## src/rtl/square_voice_core.sv

```systemverilog
// Single-voice square oscillator with Q16 volume scaling and an optional one-pole low-pass bank.
// Define SQUARE_VOICE_FILTER_EN to build the filter bank; otherwise audio_out is the scaled sample >>> 6.
module square_voice_core #(
    parameter int WIDTH     = 32,
    parameter int AMP       = 1048576,
    parameter int N_FILTERS = 8
) (
    input  logic                    clk,
    input  logic                    reset,
    input  logic                    load,
    input  logic signed [WIDTH-1:0] load_sample,
    input  logic        [WIDTH-1:0] load_counter,
    input  logic        [WIDTH-1:0] wave_length,
    input  logic signed [WIDTH-1:0] volume,
    input  logic                    filter_en,
    input  logic        [2:0]       cutoff,
    output logic signed [WIDTH-1:0] sample_out,
    output logic        [WIDTH-1:0] counter_out,
    output logic signed [WIDTH-1:0] scaled_out,
    output logic signed [15:0]      audio_out
);

    localparam logic signed [WIDTH-1:0] AMP_POS     = WIDTH'(AMP);
    localparam logic signed [WIDTH-1:0] AMP_NEG     = -AMP_POS;
    localparam logic        [WIDTH-1:0] COUNTER_RST = WIDTH'(1);

    logic signed [WIDTH-1:0]   r_sample;
    logic        [WIDTH-1:0]   r_counter;
    logic signed [WIDTH-1:0]   r_scaled;

    logic signed [WIDTH-1:0]   w_base_sample;
    logic        [WIDTH-1:0]   w_base_counter;
    logic        [WIDTH-1:0]   w_half;
    logic        [WIDTH-1:0]   w_next_count;
    logic                      w_toggle;
    logic signed [WIDTH-1:0]   w_sample_next;
    logic        [WIDTH-1:0]   w_counter_next;
    logic signed [2*WIDTH-1:0] w_product;
    logic signed [WIDTH-1:0]   w_scaled_next;
    logic signed [15:0]        w_audio_raw;

    // A load replaces the state before advancing, so restore and step happen in the same edge.
    always_comb begin
        w_base_sample  = load ? load_sample  : r_sample;
        w_base_counter = load ? load_counter : r_counter;
        w_half         = wave_length >> 1;
        w_next_count   = w_base_counter + COUNTER_RST;
        w_toggle       = (w_next_count >= w_half);
        w_sample_next  = w_base_sample;
        w_counter_next = w_next_count;
        if (w_toggle) begin
            w_counter_next = '0;
            w_sample_next  = (w_base_sample < 0) ? AMP_POS : AMP_NEG;
        end
    end

    assign w_product = $signed({{WIDTH{r_sample[WIDTH-1]}}, r_sample})
                     * $signed({{WIDTH{volume[WIDTH-1]}}, volume});
    assign w_scaled_next = WIDTH'(w_product >>> 16);
    assign w_audio_raw   = 16'(r_scaled >>> 6);

    always_ff @(posedge clk) begin
        if (reset) begin
            r_sample  <= AMP_NEG;
            r_counter <= COUNTER_RST;
            r_scaled  <= '0;
        end else begin
            r_sample  <= w_sample_next;
            r_counter <= w_counter_next;
            r_scaled  <= w_scaled_next;
        end
    end

    assign sample_out  = r_sample;
    assign counter_out = r_counter;
    assign scaled_out  = r_scaled;

`ifdef SQUARE_VOICE_FILTER_EN
    logic signed [WIDTH-1:0] r_y      [N_FILTERS];
    logic signed [WIDTH-1:0] w_y_next [N_FILTERS];
    logic signed [WIDTH-1:0] w_x;
    logic signed [WIDTH-1:0] w_y_sel;

    assign w_x = r_scaled <<< 7;

    // Stage gi moves 1/2^gi of the remaining error per clock; stage 0 is a pure delay of x.
    for (genvar gi = 0; gi < N_FILTERS; gi++) begin : g_stage
        assign w_y_next[gi] = r_y[gi] + ((w_x - r_y[gi]) >>> gi);
    end

    always_ff @(posedge clk) begin
        for (int k = 0; k < N_FILTERS; k++) begin
            if (reset) begin
                r_y[k] <= '0;
            end else begin
                r_y[k] <= w_y_next[k];
            end
        end
    end

    // Out-of-range cutoff falls through to the slowest stage.
    always_comb begin
        w_y_sel = r_y[N_FILTERS-1];
        for (int k = 0; k < N_FILTERS; k++) begin
            if (int'(cutoff) == k) begin
                w_y_sel = r_y[k];
            end
        end
    end

    assign audio_out = filter_en ? 16'(w_y_sel >>> 16) : w_audio_raw;
`else
    logic w_unused_filter_cfg;
    assign w_unused_filter_cfg = ^{filter_en, cutoff};
    assign audio_out           = w_audio_raw;
`endif

endmodule

```

## config.mk

```make
export PLATFORM = sky130hd
export DESIGN_NAME = square_voice_core
export DESIGN_NICKNAME = d
export VERILOG_FILES = /design/src/rtl/square_voice_core.sv
export SDC_FILE = /design/constraint.sdc
export NUM_CORES = 2
export LEC_CHECK = 0
export BUFFER_PORTS_ARGS = -buffer_cell sky130_fd_sc_hd__buf_2
export CORE_MARGIN = 8
export CORE_UTILIZATION = 36
export DETAILED_ROUTE_END_ITERATION = 12
export HOLD_SLACK_MARGIN = 0.1
export PLACE_DENSITY_LB_ADDON = 0.2
export SYNTH_ARGS = -nofsm -noshare
export SYNTH_HDL_FRONTEND = slang
export SYNTH_SLANG_ARGS = --single-unit
```

## constraint.sdc

```tcl
create_clock -name clk -period 17.9 [get_ports clk]
set_clock_uncertainty 0.1 [all_clocks]
set_input_delay 0.895 -clock clk [delete_from_list [all_inputs] [get_ports clk]]
set_output_delay 0.895 -clock clk [all_outputs]
set_load 0.05 [all_outputs]
```

==> results_dict.tcl <==
set metrics [dict create \
    period_share_pct 48.2 \
    worstHoldPathType "register to register" \
    drt_first_pass_iters 5 \
    drv_slew 0 \
    detail_route.wirelength_um 99500 \
    die_w_um 322 \
    cts_sinks 96 \
    seqCellArea_mm2 0.00192 \
    synth_warnings 0 \
    layout.cells.non_filler 5007 \
    cp_slowest_cell "buf_2" \
    rsz0062_at_grt "no" \
    initialDrtViolationCount 1208 \
    synthesis.nets 4839 \
    routed-via-count 24000 \
    postCtsResizedCells 0 \
    drive_gt1_share_pct 8.26 \
    multi_input_area_mm2 0.0277 \
    die_h_um 322 \
    clk_latency_ps 430 \
    post_cts_buffers 0 \
    grt_overflow 0 \
    synth-edff-count 0 \
    ctsRootBufferMaster "clkbuf_16" \
    cts_max_level 3 \
    relSlewSlack_pct 21.8 \
    cts_buffers 9 \
    dp_slack_ps 8890 \
    final.setup.worst_slack_ps 9270 \
    synth.avg_cell_area_um2 9.16 \
    core-area_mm2 0.0929 \
    worstPathCellList "buf_2 -> and2_1 -> fa_1 -> fa_1 -> fa_1 -> inv_1 -> fa_1 -> inv_1 -> fa_1 -> inv_1 -> fa_1 -> inv_1 -> fa_1 -> fa_1 -> ha_1 -> a211oi_1 -> nor2_1 -> o31a_1 -> and4b_1 -> o41ai_1 -> a31o_2 -> nand4_1 -> and3_1 -> nor3_1" \
    cp-end-kind "register" \
    grt_pass1_wl_um 160000 \
    worstPathRequired_ps 18150 \
    ys_types 64 \
    start_util_pct 36.2 \
    maxCapViolCount 0 \
    drtAntennaViolNets 0 \
    place.gp.congestion 0.818 \
    critical_path_arrival_ps 8880 \
    core.rowCount 112 \
    cpPeakStageDelay_ps 690 \
    tns_ps 0 \
    io_pins 247 \
    grt_pass1_vias 26700 \
    fin_nets 4915 \
    fillCellCount 9522 \
    crit_fanout 32 \
    synth_ff_type "dfxtp_1" \
    cts_tree "yes" \
    status "finished, final reports clean" \
    viasPerCell 4.79 \
    hpwl_um 78800 \
    dp.cells 4990 \
    gr-usage-all-layers_pct 20.0 \
    yosysSeqAreaShare_pct 5.71 \
    port_buffers 241 \
    post-route-drc-count 0 \
    fmax_ghz 0.116 \
    dieArea_mm2 0.103 \
    tightest_slew_ps 1170 \
    startpoint_type "input port" \
    critPathKind "input port to register" \
    grt_max_degree 46 \
    cpMostUsedCell "fa_1" \
    fin_crit_ps 8630 \
    ys_ff_latch 96 \
    holdPathStages 2 \
    reg2reg_depth 23 \
    cts.reportedPaths.clkPinSlew_ps 100 \
    hold_buffers 0 \
    routedWlPerCell_um 19.9 \
    async_flop_share_pct 0 \
    synth_area_mm2 0.0336 \
    finalSetupViolCount 0 \
    syn_to_final_growth_pct 7.33 \
    final_hold_viol_count 0 \
    synthCells 3671 \
    cts_buffer_depth 2 \
    antenna_found_initial 9 \
]
-- kinds of logic (layout without fill, tap and decap cells) --
group / after synthesis / count (layout) / synth area share, %
simple gates: 1161 / 1161 / 17.2
buf+inv: 1035 / 1116 / 11.9
flops: 96 / 96 / 5.71
compound gates: 179 / 179 / 3.48
fa+ha+maj: 1033 / 1033 / 57.1
other cells: 1 / 2 / 0.0112
xor+xnor: 103 / 103 / 2.68
mux: 63 / 63 / 1.89
-- flip-flops by register name, indices dropped and copies added, names as in the netlist --
name         count
scaled_out      32
sample_out      32
counter_out     32
-- per-stage QoR --
step	instance area, um^2	hold WS, ps	util [%]
floorplan	33600	678	-
global placement	35800	431	38.5
detailed placement	35800	436	38.5
CTS	36100	449	38.8
global route	36100	484	38.8
finish	36100	444	38.9
-- cell type report --
class,count,share of cell area (%)
flip-flops and latches,96,5.33
clock inverters,7,0.239
inverters,824,8.57
repair buffers,276,4.08
clock buffers,9,0.624
diodes,1,0.00693
well taps,1254,4.35
multi-input cells,2540,76.8
-- cells in the mapped netlist, drive strengths merged (30+ instances only) --
cell type / instances / share of area, %
clkbuf: 181 / 2.0
fa: 838 / 50
inv: 824 / 9.2
a21o: 32 / 0.71
buf: 30 / 0.64
ha: 195 / 7.3
xor2: 38 / 0.99
and2: 433 / 8.1
xnor2: 65 / 1.7
nand2: 530 / 5.9
mux2i: 60 / 1.8
dfxtp: 96 / 5.7
a21oi: 62 / 0.92
nor2: 71 / 0.80
-- per-layer routing --
metal / global-route usage [%] / share of wire [%] / vias to the layer above
li1: - / - / 10800
met1: 27.2 / 44 / 12500
met2: 34.1 / 49 / 568
met3: 2.67 / 4.7 / 111
met4: 4.32 / 1.8 / 8
met5: 0 / 0.057 / -
-- path summary, 6_finish.rpt --
check	start	end	slack [ps]
hold reg to reg	sample_out[9]	sample_out[9]	440
setup reg to reg	sample_out[16]	scaled_out[29]	9380
setup / recovery	volume[6]	scaled_out[29]	9270
hold / removal	sample_out[9]	sample_out[9]	440
-- layout by cell type, fill, tap and decap left out, types with 10 or more instances in the layout --
cell,synthesis,final
a21o_1,32,32
a21oi_1,62,62
and2_1,433,433
and3_1,14,14
buf_2,4,240
buf_4,18,36
dfxtp_1,96,94
fa_1,838,838
ha_1,195,195
inv_1,824,824
mux2i_1,60,60
nand2_1,530,530
nand2b_1,14,14
nand3_1,22,22
nand4_1,17,17
nor2_1,70,70
nor2b_1,20,20
nor3_1,10,10
o21ai_0,26,26
xnor2_1,65,65
xor2_1,38,38
-- worst max-delay path: cells and delay by family --
| kind | cells | cell delay, ps |
|---|---|---|
| buffers and inverters | 5 | 900 |
| AOI/OAI and AO/OA | 4 | 1460 |
| adders and majority gates | 9 | 4280 |
| and+or+nand+nor | 6 | 1330 |
Power is left out: the tool's default activity adds up to more than one toggle a clock period on the data nets, which glitch-free logic cannot reach.
